### src/rtl/clock_pattern_generator.sv
`default_nettype none
// ============================================================================
// Module      : clock_pattern_generator
// Description : Transmit-side gated clock training pattern generator.
//               Emits ITER_NUM iterations of BURST_LEN toggling cycles
//               followed by IDLE_LEN low cycles on the MB clock lanes.
//               Optional build macro CLKPAT_LOOP_EN: skip DONE and repeat
//               runs continuously (o_done pulses once per run) until i_stop.
// Revision    : 1.0 - initial release
// ============================================================================
module clock_pattern_generator #(
  parameter int BURST_LEN = 16,
  parameter int IDLE_LEN  = 8,
  parameter int ITER_NUM  = 128,
  parameter int CNT_W     = 8
) (
  input  logic             i_dig_clk,
  input  logic             i_rst_n,
  input  logic             i_start,
  input  logic             i_stop,
  input  logic             i_clear_results,
  output logic             o_pattern,
  output logic             o_pattern_en,
  output logic             o_busy,
  output logic             o_done,
  output logic [CNT_W-1:0] o_iter_count
);

  // The beat counter is shared by BURST and GAP, so size it for the longer phase.
  localparam int MAX_LEN = (BURST_LEN > IDLE_LEN) ? BURST_LEN : IDLE_LEN;
  localparam int BEAT_W  = (MAX_LEN > 2) ? $clog2(MAX_LEN) : 1;

  localparam logic [BEAT_W-1:0] BURST_LAST = BEAT_W'(BURST_LEN - 1);
  localparam logic [BEAT_W-1:0] GAP_LAST   = BEAT_W'(IDLE_LEN - 1);
  localparam logic [CNT_W-1:0]  ITER_FINAL = CNT_W'(ITER_NUM);

  typedef enum logic [1:0] {
    IDLE  = 2'd0,
    BURST = 2'd1,
    GAP   = 2'd2,
    DONE  = 2'd3
  } state_t;

  state_t            state, state_nxt;
  logic [BEAT_W-1:0] beat, beat_nxt;
  logic [CNT_W-1:0]  cnt_inc;
  logic              pattern_nxt, pattern_en_nxt, busy_nxt, done_nxt;
  logic [CNT_W-1:0]  iter_count_nxt;

  // State, beat counter and all registered outputs; reset is synchronous.
  always_ff @(posedge i_dig_clk) begin
    if (!i_rst_n) begin
      state        <= IDLE;
      beat         <= '0;
      o_pattern    <= 1'b0;
      o_pattern_en <= 1'b0;
      o_busy       <= 1'b0;
      o_done       <= 1'b0;
      o_iter_count <= '0;
    end else begin
      state        <= state_nxt;
      beat         <= beat_nxt;
      o_pattern    <= pattern_nxt;
      o_pattern_en <= pattern_en_nxt;
      o_busy       <= busy_nxt;
      o_done       <= done_nxt;
      o_iter_count <= iter_count_nxt;
    end
  end

  // Next-state and next-output logic; outputs are computed for the state being entered.
  always_comb begin
    state_nxt      = state;
    beat_nxt       = beat;
    pattern_nxt    = 1'b0;
    pattern_en_nxt = 1'b0;
    busy_nxt       = 1'b0;
    done_nxt       = o_done;
    iter_count_nxt = o_iter_count;
    cnt_inc        = o_iter_count + CNT_W'(1);

    case (state)
      IDLE: begin
        // Stop has priority over a simultaneous start.
        if (i_start && !i_stop) begin
          state_nxt      = BURST;
          beat_nxt       = '0;
          pattern_nxt    = 1'b1;
          pattern_en_nxt = 1'b1;
          busy_nxt       = 1'b1;
          done_nxt       = 1'b0;
          iter_count_nxt = '0;
        end
      end

      BURST: begin
`ifdef CLKPAT_LOOP_EN
        done_nxt = 1'b0;
`endif
        if (i_stop) begin
          state_nxt = IDLE;
          beat_nxt  = '0;
        end else if (beat == BURST_LAST) begin
          // Pattern ends low because BURST_LEN is even; GAP holds it low.
          state_nxt = GAP;
          beat_nxt  = '0;
          busy_nxt  = 1'b1;
        end else begin
          beat_nxt       = beat + BEAT_W'(1);
          pattern_nxt    = ~o_pattern;
          pattern_en_nxt = 1'b1;
          busy_nxt       = 1'b1;
        end
      end

      GAP: begin
`ifdef CLKPAT_LOOP_EN
        done_nxt = 1'b0;
`endif
        if (i_stop) begin
          state_nxt = IDLE;
          beat_nxt  = '0;
        end else if (beat == GAP_LAST) begin
          beat_nxt = '0;
          if (cnt_inc == ITER_FINAL) begin
`ifdef CLKPAT_LOOP_EN
            // Run complete: start the next one immediately and flag it.
            state_nxt      = BURST;
            pattern_nxt    = 1'b1;
            pattern_en_nxt = 1'b1;
            busy_nxt       = 1'b1;
            done_nxt       = 1'b1;
            iter_count_nxt = '0;
`else
            state_nxt      = DONE;
            done_nxt       = 1'b1;
            iter_count_nxt = cnt_inc;
`endif
          end else begin
            state_nxt      = BURST;
            pattern_nxt    = 1'b1;
            pattern_en_nxt = 1'b1;
            busy_nxt       = 1'b1;
            iter_count_nxt = cnt_inc;
          end
        end else begin
          beat_nxt = beat + BEAT_W'(1);
          busy_nxt = 1'b1;
        end
      end

      DONE: begin
        state_nxt = IDLE;
      end

      default: begin
        state_nxt = IDLE;
        beat_nxt  = '0;
      end
    endcase

    // Clearing results never disturbs the burst/gap phase.
    if (i_clear_results) begin
      done_nxt       = 1'b0;
      iter_count_nxt = '0;
    end
  end

endmodule
`default_nettype wire
### config.mk
export PLATFORM = sky130hd
export DESIGN_NAME = clock_pattern_generator
export DESIGN_NICKNAME = d
export VERILOG_FILES = /design/src/rtl/clock_pattern_generator.sv
export SDC_FILE = /design/constraint.sdc
export NUM_CORES = 1
export LEC_CHECK = 0
export CORE_UTILIZATION = 50
export DETAILED_ROUTE_END_ITERATION = 10
export GPL_TIMING_DRIVEN = 1
export PLACE_DENSITY = 0.81
export SYNTH_ARGS = -nofsm -noshare
export SYNTH_HDL_FRONTEND = slang
export SYNTH_SLANG_ARGS = --single-unit
export TNS_END_PERCENT = 10
### constraint.sdc
create_clock -name i_dig_clk -period 3.9 [get_ports i_dig_clk]
set_clock_uncertainty 0.05 [all_clocks]
set_input_delay 0.39 -clock i_dig_clk [delete_from_list [all_inputs] [get_ports i_dig_clk]]
set_output_delay 0.39 -clock i_dig_clk [all_outputs]
set_load 0.005 [all_outputs]
Word level (Yosys, flattened, before mapping)
Index checks and enable logic that the tools add are counted.
{"block": "word_totals", "inputBits": 5, "word_cells": 69, "regBits": 18}
{"block": "op_classes", "n_addsub": 2, "n_eq_ne": 12, "mux": 36, "bitwise": 2, "n_reduce_logical": 10}
{"cell": "2-to-1 mux 8 bit", "count": 3}
{"cell": "2-to-1 mux 4 bit", "count": 5}
{"cell": "one-hot mux 8 bit (2 select lines)", "count": 1}
{"cell": "2-to-1 mux 1 bit", "count": 15}
{"cell": "2-to-1 mux 2 bit", "count": 6}
{"cell": "one-hot mux 4 bit (3 select lines)", "count": 1}
{"cell": "one-hot mux 1 bit (3 select lines)", "count": 3}
{"cell": "adder 8 x 1 -> 8 bit, second input constant", "count": 1}
{"cell": "== test 8 bit, second input constant", "count": 1}
{"cell": "!= test 2 bit, second input constant", "count": 4}
{"cell": "one-hot mux 2 bit (4 select lines)", "count": 1}
{"cell": "!= test 3 bit, second input constant", "count": 2}
{"cell": "AND reduction 5 bit", "count": 1}
{"cell": "adder 4 x 1 -> 4 bit, second input constant", "count": 1}
{"cell": "== test 2 bit, second input constant", "count": 2}
{"cell": "== test 4 x 3 -> 1 bit, second input constant", "count": 1}
{"cell": "== test 4 bit, second input constant", "count": 1}
{"cell": "AND reduction 4 bit", "count": 1}
{"cell": "AND reduction 3 bit", "count": 1}
{"cell": "nonzero test 3 bit", "count": 1}
{"cell": "== test 2 x 1 -> 1 bit, second input constant", "count": 1}
{"cell": "zero test 2 bit", "count": 1}
{"cell": "NOT 1 bit", "count": 2}
{"cell": "one-hot mux 1 bit (2 select lines)", "count": 1}
{"cell": "5 further kinds", "count": 5}

Longest topological paths before layout
{"block": "depth", "depth_word": 6, "ltp_mapped": 7, "mapped_depth_nobuf": 6}

Worst setup path after synthesis
No wires, ideal clock.
{"block": "synth_timing", "kind": "reg-to-reg", "start": "reg state[0]", "end": "reg state[1]", "slack_ns": 2.056, "period_less_slack_ns": 1.844, "path_stages_with_launch": 8, "required_ns": 3.733, "arrival_time_ns": 1.677, "cell_sequence": "dfxtp_1 inv_1 ha_1 buf_6 mux2_4 o21a_4 a211o_1 a32o_1"}
{"block": "synth_between", "elab_chain_len": 3, "elab_cells_between_ends": 9, "cone_classes": "6 x eq/ne; 1 x mux; 2 x reduce/logical"}
{"element": "from (decl)", "line_no": "44", "text": "state_t state, state_nxt;"}
{"element": "from (signal assigned)", "line_no": "61", "text": "state <= state_nxt;"}
{"element": "== test 2 bit (tied with other cells)", "line_no": "82", "text": "case (state)"}
{"element": "!= test 3 bit (no line) or != test 2 bit (tied branches)"}
{"element": "AND reduction 3 bit (no line)"}
Several ways; a longest one is shown, not always the timed one.
A chain may end at the register's enable or synchronous reset.

Worst setup path in the final report
{"block": "layout_timing", "start": "reg state[0]", "end": "reg o_done"}
{"block": "layout_between", "elab_chain_len": 3, "elab_cells_between_ends": 9, "cone_classes": "5 x eq/ne; 1 x mux; 3 x reduce/logical"}
{"element": "== test 2 bit or zero test 2 bit (tied branches)", "line_no": "82"}
{"element": "!= test 2 bit (no line) or nonzero test 2 bit (tied branches)"}
{"element": "AND reduction 5 bit (no line)"}
{"element": "to (signal assigned)", "line_no": "66", "text": "o_done <= done_nxt;"}
{"element": "to (decl)", "line_no": "25", "text": "output logic o_done,"}
Several ways; a longest one is shown, not always the timed one.

==> impl_metrics.py <==
metrics = {
    "yosys": {
        "syn_inst": 147,
        "synth_top_area_share_pct": 28.1,
        "synth_seq_area_share_pct": 28.1,
        "synth_cell_types": 53,
        "synth_most_common_cell": "dfxtp_1",
        "synth_area_per_cell_um2": 8.72,
        "synthTopCellsByCount": "dfxtp_1, nand3_1, nand2_1",
        "ys_seq_elements": 18,
        "syn-num-nets": 159,
        "synth_area_leader_cell": "dfxtp_1",
        "ys_async_sr_fraction_pct": 0,
        "synthTopCellsByArea": "dfxtp_1, ha_1, nand3_1",
        "synth_edf_count": 0,
        "yosysWarnings": 0,
        "synth_area_mm2": 0.00128,
        "yosys_most_used_dff": "dfxtp_1",
    },
    "critical_path": {
        "r2r_slack_ns": 1.66,
        "cp_slowest_stage_delay_ns": 0.56,
        "rr_startpoint": "state[0]",
        "r2r-end": "o_done",
        "start_kind": "flip-flop",
        "crit_chain": "inv_1 -> ha_1 -> mux2i_1 -> a211o_1 -> a311oi_1 -> a22o_1",
        "critPathRequiredTime_ns": 4.10,
        "path_max_fanout": 18,
        "crit_start": "state[0]",
        "endpoint_kind": "flip-flop",
        "reg2reg_depth": 6,
        "crit_type": "reg -> reg",
        "cp.arrival_ns": 2.44,
        "cp_slowest_cell": "ha_1",
    },
    "clock_network": {
        "clk_latency_ns": 0.30,
        "hold_buffers": 0,
        "clock_tree.root_cell": "clkbuf_4",
        "cts_sinks": 18,
        "h-tree-depth": 1,
        "cts_buffer_depth": 2,
        "clkTransAtPathRegs_ns": 0.11,
        "cts_buffers": 3,
        "cts_tree": "done",
        "cts-resized-gates": 0,
        "post_cts_buffers": 0,
    },
    "floorplanning": {
        "die_height_um": 52.6,
        "core_area_mm2": 0.00232,
        "dieArea_mm2": 0.00277,
        "io_pins": 17,
        "die_x_um": 52.6,
        "fp-row-count": 17,
        "start_util_pct": 55.3,
    },
    "timing": {
        "timing.final.crit_share_pct": 57.3,
        "hold_viol": 0,
        "finalSetupViolations": 0,
        "slew_headroom_pct": 58.3,
        "rsz0062_at_grt": "no",
        "maxClockFrequency_mhz": 447,
        "layout_setup_ws_ns": 1.66,
        "worstMarginPinSlew_ns": 0.626,
        "period_minus_slack_ns": 2.24,
        "maxSlewViolCount": 0,
        "finalSetupTns_ns": 0,
    },
    "run": {
        "maxCapViolCount": 0,
    },
    "drt": {
        "drtPass1Iterations": 6,
        "vias": 1168,
        "avgRoutedWirePerCell_um": 15.6,
        "drc_errors": 0,
        "drt_iter0_drc": 26,
        "ant_nets": 0,
        "vias_per_cell": 6.15,
        "drt_wl_total_mm": 2.96,
    },
    "global_route": {
        "overflow": 0,
        "met1_usage_pct": 31.3,
        "globalRouteTotalUtil_pct": 24.0,
        "grt_max_degree": 19,
        "grt_pass1_vias": 1068,
        "met3_usage_pct": 5.51,
        "grt-busiest-layer": "met2",
        "use_met2_pct": 38.4,
        "antenna_found_initial": 0,
        "grt_pass1_wl_mm": 4.89,
    },
    "pwr": {
        "total_power_uw": 383,
        "powerDensity_mw_per_mm2": 260,
        "peakVddDrop_uv": 254,
        "p_leak_nw": 0.578,
    },
    "outcome": {
        "status": "finished clean",
    },
    "placed_design": {
        "io_buffers": 16,
        "dp_slack_ns": 1.65,
        "place_congestion": 0.982,
        "dp_hpwl_mm": 2.21,
    },
    "cells_and_area": {
        "area_delta_synth_final_pct": 15.0,
        "drive_above_1_share_pct": 9.26,
        "fin_nets": 175,
        "diodes": 0,
    },
    "worst_hold_path": {
        "hold_path_depth": 1,
        "hold_start": "o_done",
        "hold_end": "o_done",
        "hold_class": "reg -> reg",
    },
}
power breakdown:
group	switching, mW	internal, mW
combinational	0.0409	0.0327
sequential	0.00387	0.189
clock	0.0598	0.0569
total	0.105	0.278
cells in the final DEF (no fill, tap or decap), types with 2 or more instances in the layout:
cell type / n
a21boi_0: 3
a211o_1: 2
a31oi_1: 4
nand2b_1: 3
ha_1: 7
clkdlybuf4s50_1: 16
o21ai_0: 8
nand2_1: 10
a21oi_1: 8
dfxtp_1: 18
nor3_1: 3
nor2_1: 7
o31ai_1: 3
or4_1: 2
inv_1: 6
or3_1: 2
nor4_1: 2
xor2_1: 2
clkbuf_4: 3
mux2i_1: 2
nand3_1: 11
and2_1: 4
nor2b_1: 6
a311oi_1: 2
stage by stage:
stage	utilization, %	instance area [um^2]	instances	hold WS, ns
after floorplan	-	1280	147	0.424
after global placement	62.1	1440	186	0.418
after detailed placement	62.1	1440	186	0.430
after CTS	63.6	1480	190	0.455
after global routing	63.6	1480	190	0.465
final	63.6	1480	190	0.447
registers in the layout, indices dropped and copies added, names as in the netlist:
| name | cells |
|---|---|
| beat | 4 |
| o_busy | 1 |
| o_done | 1 |
| o_iter_count | 8 |
| o_pattern | 1 |
| o_pattern_en | 1 |
| state | 2 |
final cells by class:
| cell class | instances | area, um^2 |
|---|---|---|
| repair buffers | 16 | 160 |
| multi-input cells | 118 | 861 |
| fillers | 205 | 843 |
| inverters | 6 | 22.5 |
| well taps | 28 | 35.0 |
| clock buffers | 4 | 36.3 |
| flip-flops and latches | 18 | 360 |
worst max path at each step:
| stage | end | slack (ns) |
|---|---|---|
| after floorplan | state[1] | 2.06 |
| after global placement | o_done | 1.70 |
| after CTS | o_done | 1.69 |
| after global routing | o_iter_count[4] | 1.55 |
| after detailed placement | o_done | 1.65 |
| final | o_done | 1.66 |
logic make-up (layout without fill, tap and decap cells):
| logic type | Yosys count | in the layout | synth area share [%] |
|---|---|---|---|
| fa+ha+maj | 7 | 7 | 6.83 |
| simple gates | 59 | 59 | 27.1 |
| xor+xnor | 3 | 3 | 2.05 |
| flops | 18 | 18 | 28.1 |
| buf+inv | 11 | 26 | 4.78 |
| mux | 3 | 3 | 2.73 |
| compound gates | 46 | 46 | 28.4 |
per-layer routing:
layer | part of all wire, % | vias up
li1 | - | 579
met1 | 47 | 545
met2 | 47 | 40
met3 | 5.0 | 4
met4 | 1.1 | 0
met5 | 0 | -
worst max-delay path: cells and delay by family (launching register included):
family / cells / cell delay [ns]
mux: 1 / 0.26
flops: 1 / 0.36
compound gates: 3 / 0.86
buf+inv: 1 / 0.10
fa+ha+maj: 1 / 0.56
(Power assumes the default switching activity.)
